**config.mk**
```make
export PLATFORM = sky130hd
export DESIGN_NAME = mac_int8
export DESIGN_NICKNAME = d
export VERILOG_FILES = /design/src/rtl/dpu_mac_pkg.sv /design/src/rtl/sat_add_acc.sv /design/src/rtl/mac_int8.sv
export SDC_FILE = /design/constraint.sdc
export NUM_CORES = 1
export LEC_CHECK = 0
export ABC_AREA = 0
export CORE_MARGIN = 1
export CORE_UTILIZATION = 53
export CTS_BUF_LIST = sky130_fd_sc_hd__clkbuf_8
export DETAILED_ROUTE_END_ITERATION = 12
export PLACE_DENSITY_LB_ADDON = 0.05
export SLEW_MARGIN = 15
export SYNTH_ARGS = -nofsm -noshare
export SYNTH_HDL_FRONTEND = slang
export SYNTH_SLANG_ARGS = --single-unit
```
**constraint.sdc**
```tcl
create_clock -name clk -period 5.9 [get_ports clk]
set_input_delay 0.59 -clock clk [delete_from_list [all_inputs] [get_ports clk]]
set_output_delay 0.59 -clock clk [all_outputs]
set_load 0.005 [all_outputs]
```
**src/rtl/dpu_mac_pkg.sv**
```systemverilog
// Shared width constants, accumulator limits and operand types for the DPU MAC lanes.
package dpu_mac_pkg;
   localparam int INT8_W = 8;
   localparam int ACC_W  = 32;
   localparam int PROD_W = 16;

   localparam logic signed [ACC_W-1:0] ACC_MAX = {1'b0, {(ACC_W-1){1'b1}}};
   localparam logic signed [ACC_W-1:0] ACC_MIN = {1'b1, {(ACC_W-1){1'b0}}};

   typedef logic signed [INT8_W-1:0] int8_t;
   typedef logic signed [ACC_W-1:0]  acc_t;
endpackage

```
**src/rtl/sat_add_acc.sv**
```systemverilog
// Combinational signed accumulator add with overflow detect and optional clamp.
module sat_add_acc
   import dpu_mac_pkg::*;
#(
   parameter int ACC_W    = dpu_mac_pkg::ACC_W,
   parameter bit SATURATE = 1'b0
) (
   input  logic signed [ACC_W-1:0] a,
   input  logic signed [ACC_W-1:0] b,
   output logic signed [ACC_W-1:0] sum,
   output logic                    overflow
);

   localparam logic signed [ACC_W-1:0] SUM_MAX = {1'b0, {(ACC_W-1){1'b1}}};
   localparam logic signed [ACC_W-1:0] SUM_MIN = {1'b1, {(ACC_W-1){1'b0}}};

   logic signed [ACC_W:0] sum_ext;

   // A wide result escapes the ACC_W range exactly when its top two bits disagree;
   // the top bit then carries the true sign, which picks the clamp rail.
   function automatic logic signed [ACC_W-1:0] clamp_acc(input logic signed [ACC_W:0] s);
      logic signed [ACC_W-1:0] r;
      r = s[ACC_W-1:0];
      if (s[ACC_W] != s[ACC_W-1]) begin
         r = s[ACC_W] ? SUM_MIN : SUM_MAX;
      end
      return r;
   endfunction

   always_comb begin
      sum_ext  = {a[ACC_W-1], a} + {b[ACC_W-1], b};
      overflow = sum_ext[ACC_W] != sum_ext[ACC_W-1];
      sum      = SATURATE ? clamp_acc(sum_ext) : sum_ext[ACC_W-1:0];
   end

endmodule

```
**src/rtl/mac_int8.sv**
```systemverilog
// Single-lane signed INT8 multiply-accumulate with an external accumulator and 1-cycle latency.
module mac_int8
   import dpu_mac_pkg::*;
#(
   parameter int A_W      = dpu_mac_pkg::INT8_W,
   parameter int W_W      = dpu_mac_pkg::INT8_W,
   parameter int ACC_W    = dpu_mac_pkg::ACC_W,
   parameter bit SATURATE = 1'b0
) (
   input  logic                    clk,
   input  logic                    rst,
   input  logic                    valid,
   input  logic signed [W_W-1:0]   weight,
   input  logic signed [A_W-1:0]   activation,
   input  logic signed [ACC_W-1:0] acc_in,
   output logic signed [ACC_W-1:0] acc_out,
   output logic                    done,
   output logic                    overflow
);

   localparam int PW = A_W + W_W;

   logic signed [PW-1:0]    prod_p0;
   logic signed [ACC_W-1:0] prod_ext_p0;
   logic signed [ACC_W-1:0] sum_p0;
   logic                    ovf_p0;

   logic signed [ACC_W-1:0] acc_p1;
   logic                    ovf_p1;
   logic                    vld_p1;

   // p0: full-precision product, sign-extended, added to the caller's partial sum
   always_comb begin
      prod_p0     = weight * activation;
      prod_ext_p0 = {{(ACC_W-PW){prod_p0[PW-1]}}, prod_p0};
   end

   sat_add_acc #(
      .ACC_W   (ACC_W),
      .SATURATE(SATURATE)
   ) u_add (
      .a       (acc_in),
      .b       (prod_ext_p0),
      .sum     (sum_p0),
      .overflow(ovf_p0)
   );

   // p1: result register; operands are captured only on valid so idle-cycle junk never lands
   always_ff @(posedge clk) begin
      if (rst) begin
         acc_p1 <= '0;
         ovf_p1 <= 1'b0;
         vld_p1 <= 1'b0;
      end else begin
         vld_p1 <= valid;
         if (valid) begin
            acc_p1 <= sum_p0;
            ovf_p1 <= ovf_p0;
         end
      end
   end

   assign acc_out  = acc_p1;
   assign overflow = ovf_p1;
   assign done     = vld_p1;

endmodule

```
==> impl_metrics.yaml, run 1 <==
die:
  num_rows: 40
  core-area_mm2: 0.0121
  die_h_um: 114
  fp.dieArea_mm2: 0.0129
  io-pin-count: 85
  die_w_um: 114
  start_util_pct: 54.7
route:
  routed_via_density: 5.16
  first_pass_iters: 4
  drc: 0
  drt-total-wl_um: 15300
  drt_iter0_drc: 259
  ant_nets: 0
  vias: 5009
  avgRoutedWirePerCell_um: 15.8
worst_setup_path:
  critPathMaxStageDelay_ns: 0.59
  crit_path_end_kind: "flop"
  cp-startpoint: "activation[0]"
  critPathRequiredTime_ns: 6.07
  startpoint_type: "primary input"
  cp_max_fo: 9
  worstPathArrival_ns: 5.93
  crit_path_frequent_cell: "fa_1"
  path_cells: "clkdlybuf4s15_1 > and2_4 > buf_12 > fa_1 > inv_1 > fa_1 > inv_1 > fa_1 > fa_1 > ha_4 > ha_4 > a21oi_1 > o21ai_1 > or3_4 > o21ai_4 > o21ai_4 > a32o_2 > o41ai_4 > xnor2_2 > buf_4 > buf_4 > mux2i_1 > nor2_1"
  r2r_start: "acc_out[25]"
  critPathKind: "in2reg"
  worst_path_max_delay_cell: "fa_1"
grt:
  busiest_layer: "met2"
  grt_use_met1_pct: 32.4
  antenna_found_initial: 0
  grt_pass1_vias: 5662
  grt_use_met2_pct: 49.9
  grt_max_degree: 41
  grt-ovfl-total: 0
  grt_use_total_pct: 26.2
  grt_pass1_wl_um: 26500
  use_met3_pct: 1.59
synth:
  synth_cells: 631
  synth-edff-count: 0
  yosysSeqAreaShare_pct: 10.3
  netlist_area_mm2: 0.00660
  ys_ff_latch: 34
  yosys_warnings: 0
  avgSynthCellArea_um2: 10.5
  yosysUniqueCellTypes: 51
  synth-main-ff-cell: "dfxtp_1"
  synthArstFlopShare_pct: 0
  syn-num-nets: 894
hold_path:
  holdCritPathClass: "reg2reg"
  worstHoldStart: "acc_out[6]"
sta:
  setup-violations-final: 0
  final-hold-violation-count: 0
  slew_viol_final: 0
  period_minus_slack_ns: 5.76
  fin_crit_sh_pct: 97.5
  worst_slew_pin_slew_ns: 1.05
  fin_skew_ns: 0
  slew_headroom_pct: 29.9
  timing.final.ws_setup_ns: 0.145
  holdWs_ns: 0.485
  max_clock_freq_mhz: 174
layout:
  fin_nets: 1066
  syn_to_final_growth_pct: 30.3
  fin_util_pct: 71.3
  diodes: 0
  n_fill_cell: 962
  final_area_mm2: 0.00860
  multi_input_area_mm2: 0.00562
  drive_gt1_share_pct: 17.4
  area.sequential_um2: 681
clock_tree:
  cts.sinks: 34
  clk_pin_slew_ns: 0.07
  insertion_delay_ns: 0.29
  tritoncts: "yes"
  cts_hold_buf: 0
  clockBufferDepth: 2
  ctsRootBufferMaster: "clkbuf_8"
  cts-buffers-inserted: 5
  h-tree-depth: 2
job:
  maxCapViolations: 0
placed_design:
  dp_hpwl_um: 13000
  postPlaceCellArea_mm2: 0.00832
  place_ws_ns: -0.539
  portBuffers: 84
  gp_congestion: 0.813
run_status:
  outcome: "finished, final reports clean"
per-stage QoR:
stage,setup TNS [ns],std cells
2_1_floorplan,0,631
3_3_place_gp,-1.71,960
3_5_place_dp,-2.31,960
4_1_cts,0,968
5_1_grt,-0.0117,971
6_report,0,971
critical path: cells and delay by family:
family,cells,cell delay [ns]
AOI/OAI and AO/OA,6,1.18
xor gates and xnor gates,1,0.13
adders and majority gates,6,2.54
buffers and inverters,6,0.76
muxes,1,0.12
and+or+nand+nor,3,0.59
cell families after synthesis:
group                      after synthesis  share of synthesized area, %
buffers and inverters                  114                          6.80
xor gates and xnor gates                32                          4.45
DFF                                     34                          10.3
muxes                                   28                          4.25
AOI/OAI and AO/OA                       71                          7.58
adders and majority gates              212                          56.1
and+or+nand+nor                        140                          10.5
registers in the layout, summed over array words and instances, names as in the netlist:
name	flops
acc_out	32
done	1
overflow	1
final timing paths:
path                 endpoint  slack (ns)  cells after the start
setup / recovery  acc_out[31]        0.14                     23
hold / removal     acc_out[6]        0.49                      2
setup reg to reg  acc_out[25]        5.08                      3
hold reg to reg    acc_out[6]        0.49                      2
cell usage after synthesis (2+ instances only):
library cell	count	area [um2]
nor3b_1	2	15.0
o21bai_1	3	22.5
and3_1	4	25.0
nor3_1	2	10.0
nand2_1	33	124
xnor2_1	22	193
mux2i_1	28	280
o21a_1	4	30.0
a21oi_1	23	115
nor2_1	46	173
a21oi_2	3	26.3
and3_2	2	15.0
ha_1	72	901
or3_1	2	12.5
a21o_2	2	17.5
dfxtp_1	34	681
a21o_1	10	75.1
o21ai_1	2	10.0
inv_1	103	387
fa_1	140	2800
o21ai_0	7	35.0
clkbuf_8	2	27.5
nand2b_1	3	18.8
clkbuf_1	5	18.8
a211oi_1	3	22.5
a31oi_1	3	18.8
nand3_1	5	25.0
and2_1	34	213
buf_1	2	7.51
xor2_1	9	78.8
routing by layer:
metal / up-vias / routed length, um / part of all wire [%]
met1: 2553 / 6140 / 40
met5: - / 0 / 0
li1: 2348 / - / -
met3: 20 / 432 / 2.8
met4: 0 / 257 / 1.7
met2: 88 / 8500 / 55
layout make-up:
type                            instances  share of cell area, %
Clock buffer                            6                  0.960
Clock inverter                          1                  0.349
Inverter                              104                   4.60
Multi-Input combinational cell        483                   65.3
Sequential cell                        34                   7.91
Tap cell                              168                   2.44
Timing Repair Buffer                  175                   18.4
cell usage in the layout, fill, tap and decap left out, types with 2 or more instances in the layout:
| cell | n |
|---|---|
| clkdlybuf4s50_1 | 67 |
| a21o_2 | 2 |
| o21ai_4 | 2 |
| and3_2 | 2 |
| or3_4 | 2 |
| and3_1 | 4 |
| o21ai_0 | 7 |
| clkbuf_2 | 4 |
| dlymetal6s2s_1 | 6 |
| o21ai_1 | 2 |
| and2_4 | 2 |
| mux2i_1 | 28 |
| nor3_1 | 2 |
| and2_1 | 32 |
| inv_1 | 102 |
| ha_1 | 64 |
| nor3b_1 | 2 |
| a31oi_1 | 3 |
| o21a_1 | 4 |
| nand2_1 | 33 |
| a21o_1 | 10 |
| buf_4 | 84 |
| xnor2_1 | 21 |
| nor2_1 | 41 |
| dfxtp_1 | 34 |
| buf_12 | 6 |
| xor2_1 | 9 |
| ha_4 | 8 |
| fa_1 | 139 |
| nand2b_1 | 3 |
| a21oi_1 | 21 |
| a211oi_1 | 3 |
| a21oi_2 | 5 |
| o21bai_1 | 3 |
| nand3_1 | 5 |
| dlygate4sd2_1 | 5 |
| nor2_2 | 5 |
| clkbuf_8 | 6 |
repair_timing:
action / CTS / global route
endpoints found under the setup margin: 3 / 6
endpoints found under the hold margin: 0 / 0
pin swaps: 4 / 11
resized for setup: 18 / 29
buffers inserted: 1 / 3
Power of run 1 is left out: the tool's default activity adds up to more than one toggle a clock period on the data nets, which glitch-free logic cannot reach.
==> inputs of run 2 (changes only) <==
--- a/config.mk
+++ b/config.mk
@@ -7,7 +7,7 @@
 export LEC_CHECK = 0
 export ABC_AREA = 0
 export CORE_MARGIN = 1
-export CORE_UTILIZATION = 53
+export CORE_UTILIZATION = 32
 export CTS_BUF_LIST = sky130_fd_sc_hd__clkbuf_8
 export DETAILED_ROUTE_END_ITERATION = 12
 export PLACE_DENSITY_LB_ADDON = 0.05
==> impl_metrics.yaml, run 2 (same netlist as run 1, synthesis figures left out) <==
layout:
  final_common_cell: "fa_1"
  syn_to_final_growth_pct: 33.7
  largest_reg_flops: 32
  fin_util_pct: 43.6
  drive_gt1_share_pct: 19.8
  layout_common_cells: "fa_1 (136), inv_1 (101), buf_4 (94)"
  fin_cells: 1083
  fin_nets: 1075
  diodes: 0
  n_fill_cell: 2017
  final_area_mm2: 0.00883
die:
  fp.dieArea_mm2: 0.0212
  num_rows: 52
  io-pin-count: 85
  core-area_mm2: 0.0202
  start_util_pct: 32.6
  die_w_um: 146
  die_h_um: 146
placed_design:
  dp_hpwl_um: 14200
  postPlaceCellArea_mm2: 0.00853
  dpl.cell_count: 1073
  gp_congestion: 0.810
  portBuffers: 84
grt:
  grt-ovfl-total: 0
  grt_use_total_pct: 15.9
  grt_max_degree: 41
  antenna_found_initial: 0
  grt_pass1_wl_um: 27200
  grt_pass1_vias: 5466
sta:
  final-hold-violation-count: 0
  max_clock_freq_mhz: 175
  fin_crit_sh_pct: 96.8
  period_minus_slack_ns: 5.71
  worst_slew_pin_slew_ns: 1.02
  slew_headroom_pct: 31.7
  holdWs_ns: 0.484
  slew_viol_final: 0
  setup-violations-final: 0
  fin_skew_ns: 0
clock_tree:
  cts-buffers-inserted: 5
  clk_pin_slew_ns: 0.07
  tritoncts: "yes"
  ctsRootBufferMaster: "clkbuf_8"
  cts_hold_buf: 0
  insertion_delay_ns: 0.28
  h-tree-depth: 2
  cts.sinks: 34
  clockBufferDepth: 2
route:
  drt_iter0_drc: 59
  first_pass_iters: 4
  avgRoutedWirePerCell_um: 14.5
  routed_via_density: 4.47
  ant_nets: 0
  drt-total-wl_um: 15700
  drc: 0
  vias: 4844
worst_setup_path:
  startpoint_type: "primary input"
  r2r_setup_slack_ns: 5.09
  critPathRequiredTime_ns: 6.11
  critPathKind: "in2reg"
  cp_max_fo: 11
  worstPathArrival_ns: 5.92
  crit_path_end_kind: "flop"
job:
  maxCapViolations: 0
hold_path:
  holdCritPathClass: "reg2reg"
run_status:
  outcome: "finished, final reports clean"
run 2: cell count changes in the layout (fill, tap and decap cells not counted), moves of 4 or more:
cell / change
buf_4: +10
ha_1: -5
dlygate4sd2_1: +4
dlymetal6s2s_1: -4
run 2: path summary, 6_finish.rpt:
check,from,end,cells past startpoint
worst min-delay path,acc_out[6],acc_out[6],2
worst max-delay path,activation[4],overflow,20
worst min register to register,acc_out[6],acc_out[6],2
worst max register to register,acc_out[25],acc_out[25],3
run 2: cell type report:
| cell class | instances | area [um2] | share of cell area, % |
|---|---|---|---|
| multi-input cells | 483 | 5680 | 64.4 |
| repair buffers | 184 | 1640 | 18.5 |
| flip-flops and latches | 34 | 681 | 7.71 |
| inverters | 104 | 395 | 4.48 |
| well taps | 270 | 338 | 3.83 |
| clock buffers | 6 | 82.6 | 0.936 |
| clock inverters | 2 | 12.5 | 0.142 |
run 2: per-layer routing:
metal / up-vias / wire, um / GRT usage, %
met5: - / 0 / 0
met4: 0 / 146 / 2.47
met3: 10 / 390 / 1.35
met2: 79 / 8480 / 29.8
met1: 2395 / 6680 / 20.2
li1: 2360 / - / -
run 2: what timing repair did:
item,4_1_cts,5_1_grt
gates resized for setup,21,38
buffers inserted,1,1
setup endpoints to repair,7,7
pin swaps,4,13
gates cloned,0,0
run 2: critical path, cell delays in order:
cell	delay (ns)
dlygate4sd2_1	0.36
nand2_1	0.11
fa_1	0.51
fa_1	0.62
inv_1	0.09
buf_12	0.15
fa_1	0.49
fa_1	0.42
ha_1	0.31
ha_1	0.30
and3_1	0.19
a221o_1	0.33
a21oi_2	0.16
o21bai_1	0.07
a32o_2	0.25
o41ai_4	0.34
xnor2_2	0.16
buf_4	0.13
xnor3_1	0.20
o22ai_1	0.13
run 2: stage by stage:
stage / setup slack, ns / TNS, ns
floorplan: 0.000178 / 0
global placement: -0.514 / -2.82
detailed placement: -0.613 / -3.60
CTS: 0.00356 / 0
global route: -0.00655 / -0.00746
finish: 0.189 / 0
Power of run 2 is left out for the same reason.
